File: config.mk
export PLATFORM = sky130hd
export DESIGN_NAME = geiger_count_packer
export DESIGN_NICKNAME = d
export VERILOG_FILES = /design/src/rtl/geiger_count_packer.sv
export SDC_FILE = /design/constraint.sdc
export NUM_CORES = 1
export LEC_CHECK = 0
export BUFFER_PORTS_ARGS = -buffer_cell sky130_fd_sc_hd__buf_2
export CAP_MARGIN = 20
export CORE_ASPECT_RATIO = 0.7
export CORE_UTILIZATION = 53
export DETAILED_ROUTE_END_ITERATION = 8
export GPL_TIMING_DRIVEN = 0
export HOLD_SLACK_MARGIN = 0.06
export PLACE_DENSITY = 0.79
export SYNTH_ARGS = -nofsm -noshare
export SYNTH_HDL_FRONTEND = slang
export SYNTH_SLANG_ARGS = --single-unit
File: constraint.sdc
create_clock -name CLK_1MHZ -period 2.05 [get_ports CLK_1MHZ]
set_clock_uncertainty 0.05 [all_clocks]
set_input_delay 0.3075 -clock CLK_1MHZ [delete_from_list [all_inputs] [get_ports CLK_1MHZ]]
set_output_delay 0.3075 -clock CLK_1MHZ [all_outputs]
set_load 0.05 [all_outputs]
File: src/rtl/geiger_count_packer.sv
// ----------------------------------------------------------------------------
// geiger_count_packer
//
// Counts pulses from two Geiger tube discriminators over a fixed integration
// window and packs each window's result into a 48-bit record:
//     GEIGER_DATA = {SEQ[15:0], COUNT_A[15:0], COUNT_B[15:0]}
// SEQ increments on every record so that consecutive records always differ.
//
// Parameters
//   WINDOW_CYCLES   integration window length in CLK_1MHZ cycles (2..2^24)
//   DEADTIME_CYCLES per-channel dead time after an accepted pulse (0 = off)
//
// Ports
//   CLK_1MHZ     in   1  system clock
//   RESET        in   1  asynchronous, active-low reset
//   GEIGER_A     in   1  tube A discriminator pulse (asynchronous)
//   GEIGER_B     in   1  tube B discriminator pulse (asynchronous)
//   GEIGER_DATA  out 48  packed record, held between window closes
//   DATA_VALID   out  1  one-cycle strobe when a new record is presented
// ----------------------------------------------------------------------------
module geiger_count_packer #(
    parameter int unsigned WINDOW_CYCLES   = 1000000,
    parameter int unsigned DEADTIME_CYCLES = 50
) (
    input  logic        CLK_1MHZ,
    input  logic        RESET,
    input  logic        GEIGER_A,
    input  logic        GEIGER_B,
    output logic [47:0] GEIGER_DATA,
    output logic        DATA_VALID
);

    localparam int WIN_W = $clog2(WINDOW_CYCLES);
    localparam logic [WIN_W-1:0] WIN_LAST = WIN_W'(WINDOW_CYCLES - 1);

    // A dead time of 0 or 1 cycle never blocks a following edge (edges are
    // at least one cycle apart), so the counter degenerates to a constant 0.
    localparam int DEAD_W = (DEADTIME_CYCLES > 1) ? $clog2(DEADTIME_CYCLES) : 1;
    localparam logic [DEAD_W-1:0] DEAD_LOAD =
        (DEADTIME_CYCLES > 1) ? DEAD_W'(DEADTIME_CYCLES - 1) : '0;

    // Channel 0 is tube A, channel 1 is tube B.
    logic [1:0] geiger_in;
    logic [1:0] accept;

    assign geiger_in = {GEIGER_B, GEIGER_A};

    // ------------------------------------------------------------------------
    // Per-channel conditioning: 2-flop synchronizer, registered rising-edge
    // detect, and dead-time filter. An edge sampled at clock edge t is seen
    // in edge_reg after t+2 and therefore counted at t+3.
    // ------------------------------------------------------------------------
    genvar gi;
    generate
        for (gi = 0; gi < 2; gi++) begin : g_chan
            logic              sync1_reg;
            logic              sync2_reg;
            logic              prev_reg;
            logic              edge_reg;
            logic [DEAD_W-1:0] dead_reg;
            logic              accept_now;

            assign accept_now = edge_reg && (dead_reg == '0);
            assign accept[gi] = accept_now;

            always_ff @(posedge CLK_1MHZ or negedge RESET) begin
                if (!RESET) begin
                    sync1_reg <= 1'b0;
                    sync2_reg <= 1'b0;
                    prev_reg  <= 1'b0;
                    edge_reg  <= 1'b0;
                    dead_reg  <= '0;
                end else begin
                    sync1_reg <= geiger_in[gi];
                    sync2_reg <= sync1_reg;
                    prev_reg  <= sync2_reg;
                    edge_reg  <= sync2_reg & ~prev_reg;
                    // Dead time deliberately ignores window boundaries.
                    if (accept_now) begin
                        dead_reg <= DEAD_LOAD;
                    end else if (dead_reg != '0) begin
                        dead_reg <= dead_reg - 1'b1;
                    end
                end
            end
        end
    endgenerate

    // ------------------------------------------------------------------------
    // Accumulators, window counter and record register
    // ------------------------------------------------------------------------
    logic [1:0][15:0] acc_reg;
    logic [1:0][15:0] acc_next;
    logic [WIN_W-1:0] win_cnt_reg;
    logic [15:0]      seq_reg;
    logic [47:0]      data_reg;
    logic             valid_reg;
    logic             window_close;

    assign window_close = (win_cnt_reg == WIN_LAST);

    // Saturating increment; includes an edge accepted on the close cycle so
    // that it lands in the closing record rather than the next window.
    always_comb begin
        acc_next = acc_reg;
        for (int i = 0; i < 2; i++) begin
            if (accept[i] && (acc_reg[i] != 16'hFFFF)) begin
                acc_next[i] = acc_reg[i] + 16'd1;
            end
        end
    end

    always_ff @(posedge CLK_1MHZ or negedge RESET) begin
        if (!RESET) begin
            acc_reg     <= '0;
            win_cnt_reg <= '0;
            seq_reg     <= '0;
            data_reg    <= '0;
            valid_reg   <= 1'b0;
        end else begin
            if (window_close) begin
                win_cnt_reg <= '0;
                seq_reg     <= seq_reg + 16'd1;
                data_reg    <= {seq_reg + 16'd1, acc_next[0], acc_next[1]};
                acc_reg     <= '0;
                valid_reg   <= 1'b1;
            end else begin
                win_cnt_reg <= win_cnt_reg + 1'b1;
                acc_reg     <= acc_next;
                valid_reg   <= 1'b0;
            end
        end
    end

    assign GEIGER_DATA = data_reg;
    assign DATA_VALID  = valid_reg;

endmodule

==> impl_metrics.ini, run 1 <==
[yosys]
synth_ff_type = dfrtp_1
syn-num-nets = 516
synth_area_um2 = 5331
synthCells = 506
synth-seq-area-share_pct = 56.79
synth-xor-area-share_pct = 9.035
synthSimpleGateAreaFrac_pct = 22.48
synthAdderAreaFrac_pct = 1.408
synth_compound_area_share_pct = 6.383
synth_top_family_by_area = simple AND/OR/NAND/NOR gates
synth_edf_count = 0
syn_area_per_cell_um2 = 10.54
ys_types = 46
ys_seq_elements = 121
synthMuxAreaShare_pct = 1.713
synthArstFlopShare_pct = 100.0
yosysWarnings = 0

[timing]
setup_tns_ns = 0
setup_slack_ns = 0.02793
hold_viol_final = 0
drv_slew = 0
clock.fmax_mhz = 494.5
fin_crit_ns = 2.022
setup_viol = 0
rsz0062_at_grt = yes
worst_pin_slew_ns = 0.6101
fin_crit_sh_pct = 98.64
slew_headroom_pct = 59.01

[cts]
cts_buffers = 17
clock_latency_ns = 0.42
clkSinkCount = 121
clock_path_buffers = 2
tritoncts = done
root_buffer = clkbuf_16
path_clk_slew_ns = 0.06
htree_num_levels = 4

[floorplan]
dieArea_um2 = 10470
die_w_um = 121.9
die_h_um = 85.92
start_util_pct = 54.84
placementRows = 30
ios = 53
core_area_um2 = 9722

[outcome]
status = finished clean

[worst_setup_path]
critPathRequiredTime_ns = 2.29
crit_type = reg2reg
crit_fanout = 10
crit_path_start_kind = flop
arrival_ns = 2.26
end_kind = flop

[drt]
ant_nets = 0
num_vias = 4217
drtIter0Drc = 341
dr.pass1.iters = 4
drcViolationCount = 0
vias_per_cell = 5.660
wirelength_um = 12790
wire_per_inst_um = 17.17

[global_routing]
grt_remaining_overflow = 0
grt_pass1_wl_um = 20490
gr-usage-all-layers_pct = 25.95
first_global_vias = 4270
antenna_found_initial = 0
grt_max_degree = 86

[placed_design]
numPortBuffers = 52
finalWeightedCongestion = 0.8828
dp_hpwl_um = 7560
post-place-ws_ns = -0.3874
post_dp_cell_area_um2 = 5786

[finish]
syn2layout_area_growth_pct = 31.19
layout-drive-gt1-share_pct = 27.55
finalNetCount = 614
design_area_um2 = 6994
n_antenna_cell = 0

[min_path]
hold_path.class = in2async

[job]
maxCapViolCount = 0

[power_and_ir_drop]
p_leak_uw = 0.003317
power_density_nw_per_um2 = 967.0
ir_drop_mv = 0.8199
power_uw = 6763
critical path, cell delays in order (launching register included):
cell     delay [ns]
dfrtp_1        0.41
ha_4           0.17
and3_4         0.22
nand3_4        0.12
or3_4          0.45
buf_8          0.17
buf_6          0.14
nand2_1        0.08
o21ai_1        0.08
worst paths after layout:
check / from / to / slack, ns / cells past startpoint
setup reg to reg: win_cnt_reg[1]$_DFF_PN0_ / GEIGER_DATA[21]$_DFFE_PN0P_ / 0.03 / 8
setup / recovery: win_cnt_reg[1]$_DFF_PN0_ / GEIGER_DATA[21]$_DFFE_PN0P_ / 0.03 / 8
hold / removal: RESET / GEIGER_DATA[12]$_DFFE_PN0P_ / 0.30 / 2
max in group asynchronous: RESET / win_cnt_reg[8]$_DFF_PN0_ / 0.92 / 3
hold reg to reg: g_chan[1].sync1_reg$_DFF_PN0_ / g_chan[1].sync2_reg$_DFF_PN0_ / 0.30 / 0
min in group CLK_1MHZ: g_chan[1].sync1_reg$_DFF_PN0_ / g_chan[1].sync2_reg$_DFF_PN0_ / 0.30 / 0
final cells by class:
type	count	area, um2
timing repair buffer	81	545.5
clock buffer	18	439.2
tap	128	160.2
inverter	10	42.54
multi-input combinational	359	2437
clock inverter	14	196.4
buffer	14	141.4
sequential	121	3032
fill	622	2728
repair_timing:
action / 4_1_cts / 5_1_grt
cloned: 0 / 1
setup buffers: 12 / 12
endpoints found under the setup margin: 91 / 83
hold buffers: 3 / 0
resized for setup: 40 / 42
endpoints found under the hold margin: 38 / 0
pin swaps: 7 / 11
cells in the final DEF, fill, tap and decap left out, types with 5 or more instances in the layout:
cell and count:
nor2_1 59, dfrtp_1 118, o21ai_1 9, nor4_4 6, a21oi_1 8, buf_2 52
buf_4 22, o21ai_0 26, nand4_1 22, nand3_1 19, mux2i_1 6, and3_1 16
buf_6 8, inv_1 7, nor3_1 13, nor3_2 5, xnor2_1 33, xor2_1 18
clkbuf_16 18, nand2_1 57
routing by layer:
metal / wire length, um / vias to the layer above / global-route usage (%)
li1: - / 1954 / -
met1: 5455 / 2124 / 32.52
met2: 6513 / 118 / 43.04
met3: 633 / 21 / 7.846
met4: 187 / 0 / 8.642
met5: 0 / - / 0
cell usage after synthesis (all sizes together), types with 2 or more instances:
cell type	number	area, um2
dfrtp	121	3028
nor2	60	225.2
nand2	57	214.0
xnor2	37	324.1
o21ai	36	183.9
nand4	22	137.6
nand3	21	105.1
nor3	19	100.1
xor2	18	157.7
and3	17	106.4
buf	10	56.30
inv	10	37.53
nor4	10	111.4
a21oi	8	40.04
mux2i	8	80.08
clkbuf	6	22.52
ha	6	75.07
a31oi	4	25.02
and4	4	35.03
and2	3	18.77
nand2b	3	18.77
or3	3	18.77
a21o	2	15.01
a31o	2	17.52
nand3b	2	15.01
nand4b	2	17.52
nor2b	2	12.51
nor4b	2	23.77
o31ai	2	15.01
logic make-up after synthesis:
family,Yosys count
adders and majority gates,6
xor gates and xnor gates,55
muxes,9
and+or+nand+nor,232
AOI/OAI and AO/OA,57
buffers and inverters,26
DFF,121
power breakdown:
group	switching [uW]	total, uW	internal [uW]
sequential	192	2760	2570
combinational	414	802	388
clock	1130	3200	2070
metrics by stage:
step / utilization, % / std cells / hold slack [ns]
detailed placement: 59.51 / 687 / 0.1786
floorplan: - / 506 / -0.03809
global route: 71.94 / 745 / 0.3045
CTS: 69.31 / 732 / 0.3021
global placement: 59.16 / 686 / 0.2844
finish: 71.94 / 745 / 0.2979
No activity file was read; power rests on OpenSTA's default activity.
==> inputs of run 2 (changes only) <==
--- a/config.mk
+++ b/config.mk
@@ -5,10 +5,11 @@
 export SDC_FILE = /design/constraint.sdc
 export NUM_CORES = 1
 export LEC_CHECK = 0
+export ABC_AREA = 1
 export BUFFER_PORTS_ARGS = -buffer_cell sky130_fd_sc_hd__buf_2
 export CAP_MARGIN = 20
 export CORE_ASPECT_RATIO = 0.7
-export CORE_UTILIZATION = 53
+export CORE_UTILIZATION = 54
 export DETAILED_ROUTE_END_ITERATION = 8
 export GPL_TIMING_DRIVEN = 0
 export HOLD_SLACK_MARGIN = 0.06
==> run 2 against run 1 <==
Against the previous run:
- global-route usage is 1.0 points higher
- combinational power is 10% lower
- fmax is 5.8% higher
- total power is 5.2% lower
- cell count is 43% higher
- largest cell class unchanged
- largest power group unchanged
==> impl_metrics.ini, run 2 <==
[cts]
clock_path_buffers = 2
clock_latency_ns = 0.41
cts_buffers = 17
clkSinkCount = 121
tritoncts = done
htree_num_levels = 4
path_clk_slew_ns = 0.06
root_buffer = clkbuf_16

[power_and_ir_drop]
ir_drop_mv = 0.6296
power_density_nw_per_um2 = 864.2
p_leak_uw = 0.003867
p_sw_uw = 1715
p_int_uw = 4699
clock_power_share_pct = 45.7
power_uw = 6414
p_sw_share_pct = 26.74
pwr-share-seq_pct = 43.1
p_comb_share_pct = 11.2

[finish]
final_core_util_pct = 66.44
design_area_um2 = 7422
syn2layout_area_growth_pct = 18.19
layout-drive-gt1-share_pct = 14.46
finalNetCount = 911
final_common_cell = nand2_1
layout_common_cells = 283 x nand2_1, 121 x dfrtp_1, 101 x nor2_1
n_antenna_cell = 0

[yosys]
synth_edf_count = 0
synthArstFlopShare_pct = 100.0
synth_area_leaders = dfrtp_1 48%, nand2_1 17%, nor2_1 6.2%, inv_1 5.6%, nand3_1 4.7%
synth.most_common_cell = nand2_1
synth_ff_type = dfrtp_1
ys_seq_elements = 121
synthCells = 823
yosysWarnings = 0
synth_top_area_share_pct = 48.22
synth_top_area_cell = dfrtp_1
synth_area_um2 = 6280
yosys-top-cells-count = 284 x nand2_1, 121 x dfrtp_1, 103 x nor2_1, 94 x inv_1, 59 x nand3_1
synth-seq-area-share_pct = 48.22
syn-num-nets = 833
ys_types = 29
syn_area_per_cell_um2 = 7.630

[floorplan]
die_w_um = 130.9
die_h_um = 92.23
dieArea_um2 = 12070
ios = 53
core_area_um2 = 11170
start_util_pct = 56.22
placementRows = 32

[worst_setup_path]
critPathMostFrequentCell = nand2_1
crit_chain = inv_1 -> ha_1 -> nand2_1 -> inv_1 -> nand3_2 -> nor2_4 -> nand2_2 -> nand2_1 -> nand2_1 -> o21ai_0
rrSetupSlack_ns = 0.14
r2r-end = GEIGER_DATA[0]$_DFFE_PN0P_
crit_slowest_cell = dfrtp_1
slowest_delay_ns = 0.40
crit_fanout = 9
end_kind = flop
cp-startpoint = g_chan[1].dead_reg[0]$_DFFE_PN0P_
crit_type = reg2reg
path_buf_inv = 2
r2r_start = g_chan[1].dead_reg[0]$_DFFE_PN0P_
crit_path_start_kind = flop
arrival_ns = 2.19
reg2regPathDepth = 10
critPathRequiredTime_ns = 2.33
crit_family = simple AND/OR/NAND/NOR gates

[drt]
wirelength_um = 14720
ant_nets = 0
dr.pass1.iters = 6
drtIter0Drc = 545
wire_per_inst_um = 13.80
num_vias = 5494
drcViolationCount = 0
vias_per_cell = 5.154

[min_path]
hold_path_startpoint = g_chan[0].sync1_reg$_DFF_PN0_
whs_endpoint = g_chan[0].sync2_reg$_DFF_PN0_
worstHoldPathCells = 0
hold_path.class = reg2reg

[timing]
drv_slew = 0
slew_headroom_pct = 65.16
worst_pin_slew_ns = 0.5227
fin_crit_ns = 1.911
setup_viol = 0
hold_viol_final = 0
fin_hold_ws_ns = 0.2963
clock.fmax_mhz = 523.2
setup_tns_ns = 0
fin_crit_sh_pct = 93.24

[global_routing]
gr-usage-all-layers_pct = 26.94
grt_max_degree = 69
antenna_found_initial = 0
grt_pass1_wl_um = 24700
grt_remaining_overflow = 0
first_global_vias = 5147

[outcome]
status = finished clean

[placed_design]
numPortBuffers = 52
finalWeightedCongestion = 0.9377
dp_hpwl_um = 10140
post_dp_cell_area_um2 = 6765

[job]
maxCapViolCount = 0
[run 2: cell type report]
class | instances | area, um2
buffer | 16 | 138.9
clock buffer | 19 | 452.9
clock inverter | 12 | 126.4
fill | 931 | 3749
inverter | 96 | 360.3
multi-input combinational | 590 | 2778
sequential | 121 | 3028
tap | 153 | 191.4
timing repair buffer | 59 | 346.6
[run 2: metal layers]
layer / vias to the layer above / GRT usage (%) / wire length (um)
met4: 0 / 8.238 / 210
met3: 26 / 6.476 / 1092
met5: - / 0 / 0
li1: 2730 / - / -
met2: 190 / 37.61 / 6247
met1: 2548 / 40.89 / 7164
[run 2: kinds of logic (layout without fill, tap and decap cells)]
group / after synthesis / after routing / synth area share (%)
and+or+nand+nor: 502 / 502 / 33.93
DFF: 121 / 121 / 48.22
buffers and inverters: 112 / 202 / 7.910
AOI/OAI and AO/OA: 47 / 47 / 3.865
xor gates and xnor gates: 35 / 35 / 4.881
adders and majority gates: 6 / 6 / 1.195
[run 2: per-stage QoR]
step	setup slack, ns	cells
global route	-0.04442	1066
floorplan	0.2825	823
CTS	0.1339	1063
finish	0.1385	1066
global placement	-0.9145	1028
detailed placement	0.1856	1029
[run 2: what timing repair did]
| action | 4_1_cts | 5_1_grt |
|---|---|---|
| hold buffers | 3 | 0 |
| setup buffers | 0 | 3 |
| resized for setup | 0 | 8 |
| hold endpoints to repair | 55 | 0 |
| endpoints found under the setup margin | 0 | 18 |
[run 2: how the worst max path moves through the flow]
stage | cells past startpoint | slack (ns) | end
after detailed placement | 10 | 0.19 | GEIGER_DATA[0]$_DFFE_PN0P_
after CTS | 12 | 0.13 | GEIGER_DATA[31]$_DFFE_PN0P_
final | 10 | 0.14 | GEIGER_DATA[0]$_DFFE_PN0P_
after global placement | 1 | -0.91 | GEIGER_DATA[7]$_DFFE_PN0P_
after floorplan | 7 | 0.28 | seq_reg[14]$_DFFE_PN0P_
after global routing | 10 | -0.04 | GEIGER_DATA[0]$_DFFE_PN0P_
[run 2: power groups by stage]
stage	Clock, uW	Combinational (uW)	Sequential [uW]
6_report	2930	719	2760
5_1_grt	3080	825	2790
4_1_cts	2960	694	2760
3_5_place_dp	0	676	2790
3_3_place_gp	0	634	2780
2_1_floorplan	0	516	2750
==> inputs of run 3 (changes only) <==
--- a/config.mk
+++ b/config.mk
@@ -9,11 +9,12 @@
 export BUFFER_PORTS_ARGS = -buffer_cell sky130_fd_sc_hd__buf_2
 export CAP_MARGIN = 20
 export CORE_ASPECT_RATIO = 0.7
+export CORE_MARGIN = 2
 export CORE_UTILIZATION = 54
 export DETAILED_ROUTE_END_ITERATION = 8
 export GPL_TIMING_DRIVEN = 0
 export HOLD_SLACK_MARGIN = 0.06
-export PLACE_DENSITY = 0.79
+export PLACE_DENSITY = 0.76
 export SYNTH_ARGS = -nofsm -noshare
 export SYNTH_HDL_FRONTEND = slang
 export SYNTH_SLANG_ARGS = --single-unit
==> run 3 against run 2 <==
Against the previous run:
- core utilization rose by 0.22 points
- sequential cell count unchanged
- critical path depth is the same
- global-route usage down 1.9 points
- setup slack gained 0.0095 ns
- fmax is 0.50% higher
- sequential share of layout area decreased by 0.14 points
==> impl_metrics.ini, run 3 (synthesis results as in run 2) <==
[floorplan]
core_area_um2 = 11170
dieArea_um2 = 12520
start_util_pct = 56.22
die_h_um = 94.23
die_w_um = 132.9
placementRows = 32
ios = 53

[finish]
finalNetCount = 909
layout_common_cells = 284 x nand2_1, 121 x dfrtp_1, 102 x nor2_1
layout-drive-gt1-share_pct = 13.82
nFillCells = 919
final_core_util_pct = 66.67
final_common_cell = nand2_1
syn2layout_area_growth_pct = 18.59
n_antenna_cell = 0

[cts]
clock_latency_ns = 0.42
htree_num_levels = 4
clkSinkCount = 121
cts_buffers = 17
path_clk_slew_ns = 0.05
clock_path_buffers = 2
root_buffer = clkbuf_16
tritoncts = done

[drt]
vias_per_cell = 5.119
drcViolationCount = 0
wire_per_inst_um = 13.72
drtIter0Drc = 497
ant_nets = 0
num_vias = 5452
dr.pass1.iters = 5
wirelength_um = 14620

[timing]
setup_tns_ns = 0
rsz0062_at_grt = no
clock.fmax_mhz = 525.8
setup_viol = 0
fin_crit_sh_pct = 92.78
worst_pin_slew_ns = 0.4704
fin_crit_ns = 1.902
drv_slew = 0
slew_headroom_pct = 68.40
hold_viol_final = 0

[worst_setup_path]
end_kind = flop
r2r_start = g_chan[0].dead_reg[0]$_DFFE_PN0P_
critPathRequiredTime_ns = 2.30
cp-startpoint = g_chan[0].dead_reg[0]$_DFFE_PN0P_
crit_fanout = 10
arrival_ns = 2.15
crit_type = reg2reg
crit_path_start_kind = flop

[global_routing]
gr-usage-all-layers_pct = 24.99
antenna_found_initial = 0
grt_pass1_wl_um = 24180
grt_remaining_overflow = 0
grt_max_degree = 82
first_global_vias = 4975

[placed_design]
dp_hpwl_um = 10330
finalWeightedCongestion = 0.9819
numPortBuffers = 52

[outcome]
status = finished clean

[job]
maxCapViolCount = 0

[min_path]
hold_path.class = reg2reg
hold_path_startpoint = g_chan[0].sync1_reg$_DFF_PN0_

[power_and_ir_drop]
p_leak_uw = 0.003871
ir_drop_mv = 0.6604
power_uw = 6647
power_density_nw_per_um2 = 892.6
run 3: timing repair:
action	CTS	global route
buffers inserted	0	1
setup endpoints to repair	0	13
hold endpoints to repair	42	0
hold buffers	3	0
gates resized for setup	0	2
run 3: power by group:
part	switching, uW	total [uW]	internal, uW
Combinational	416	685	269
Clock	1080	3210	2130
Sequential	167	2750	2590
run 3: worst paths after layout:
check / slack [ns] / cells after the start / end
max: 0.15 / 10 / GEIGER_DATA[29]$_DFFE_PN0P_
min: 0.30 / 0 / g_chan[0].sync2_reg$_DFF_PN0_
max in group asynchronous: 0.93 / 3 / seq_reg[3]$_DFFE_PN0P_
min reg2reg: 0.30 / 0 / g_chan[0].sync2_reg$_DFF_PN0_
max reg2reg: 0.15 / 10 / GEIGER_DATA[29]$_DFFE_PN0P_
min in group asynchronous: 0.31 / 2 / g_chan[0].dead_reg[3]$_DFFE_PN0P_
run 3: worst max-delay path, cell delays in order (launching register included):
cell and delay, ns:
dfrtp_1 0.40, inv_1 0.06, ha_1 0.18, inv_1 0.05, nor2_1 0.12, nand3_1 0.14, nor2_2 0.15, clkbuf_4 0.22
nand4_1 0.13, nand3_1 0.18, nand2_1 0.08
run 3: per-stage QoR:
step	hold slack (ns)	instances	worst slack, ns	area, um2
global placement	0.2818	1028	-0.8785	6731
CTS	0.3023	1064	0.08874	7435
detailed placement	0.1938	1029	0.1085	6765
global route	0.3089	1065	0.006705	7447
finish	0.3011	1065	0.1480	7447
floorplan	-0.03809	823	0.2825	6280
run 3: final cells by class:
class | count | area (um2) | share of cell area [%]
buffer | 16 | 138.9 | 1.865
clock buffer | 21 | 470.5 | 6.317
clock inverter | 11 | 168.9 | 2.268
inverter | 96 | 360.3 | 4.839
multi-input combinational | 590 | 2758 | 37.03
sequential | 121 | 3028 | 40.66
tap | 153 | 191.4 | 2.571
timing repair buffer | 57 | 331.6 | 4.452
run 3: metal layers:
layer	up-vias	wire length [um]	share of wire, %	GRT usage [%]
li1	2720	-	-	-
met1	2529	7405	51	38.51
met2	189	6002	41	35.15
met3	14	1074	7.3	5.340
met4	0	135	0.92	7.348
met5	-	0	0	0
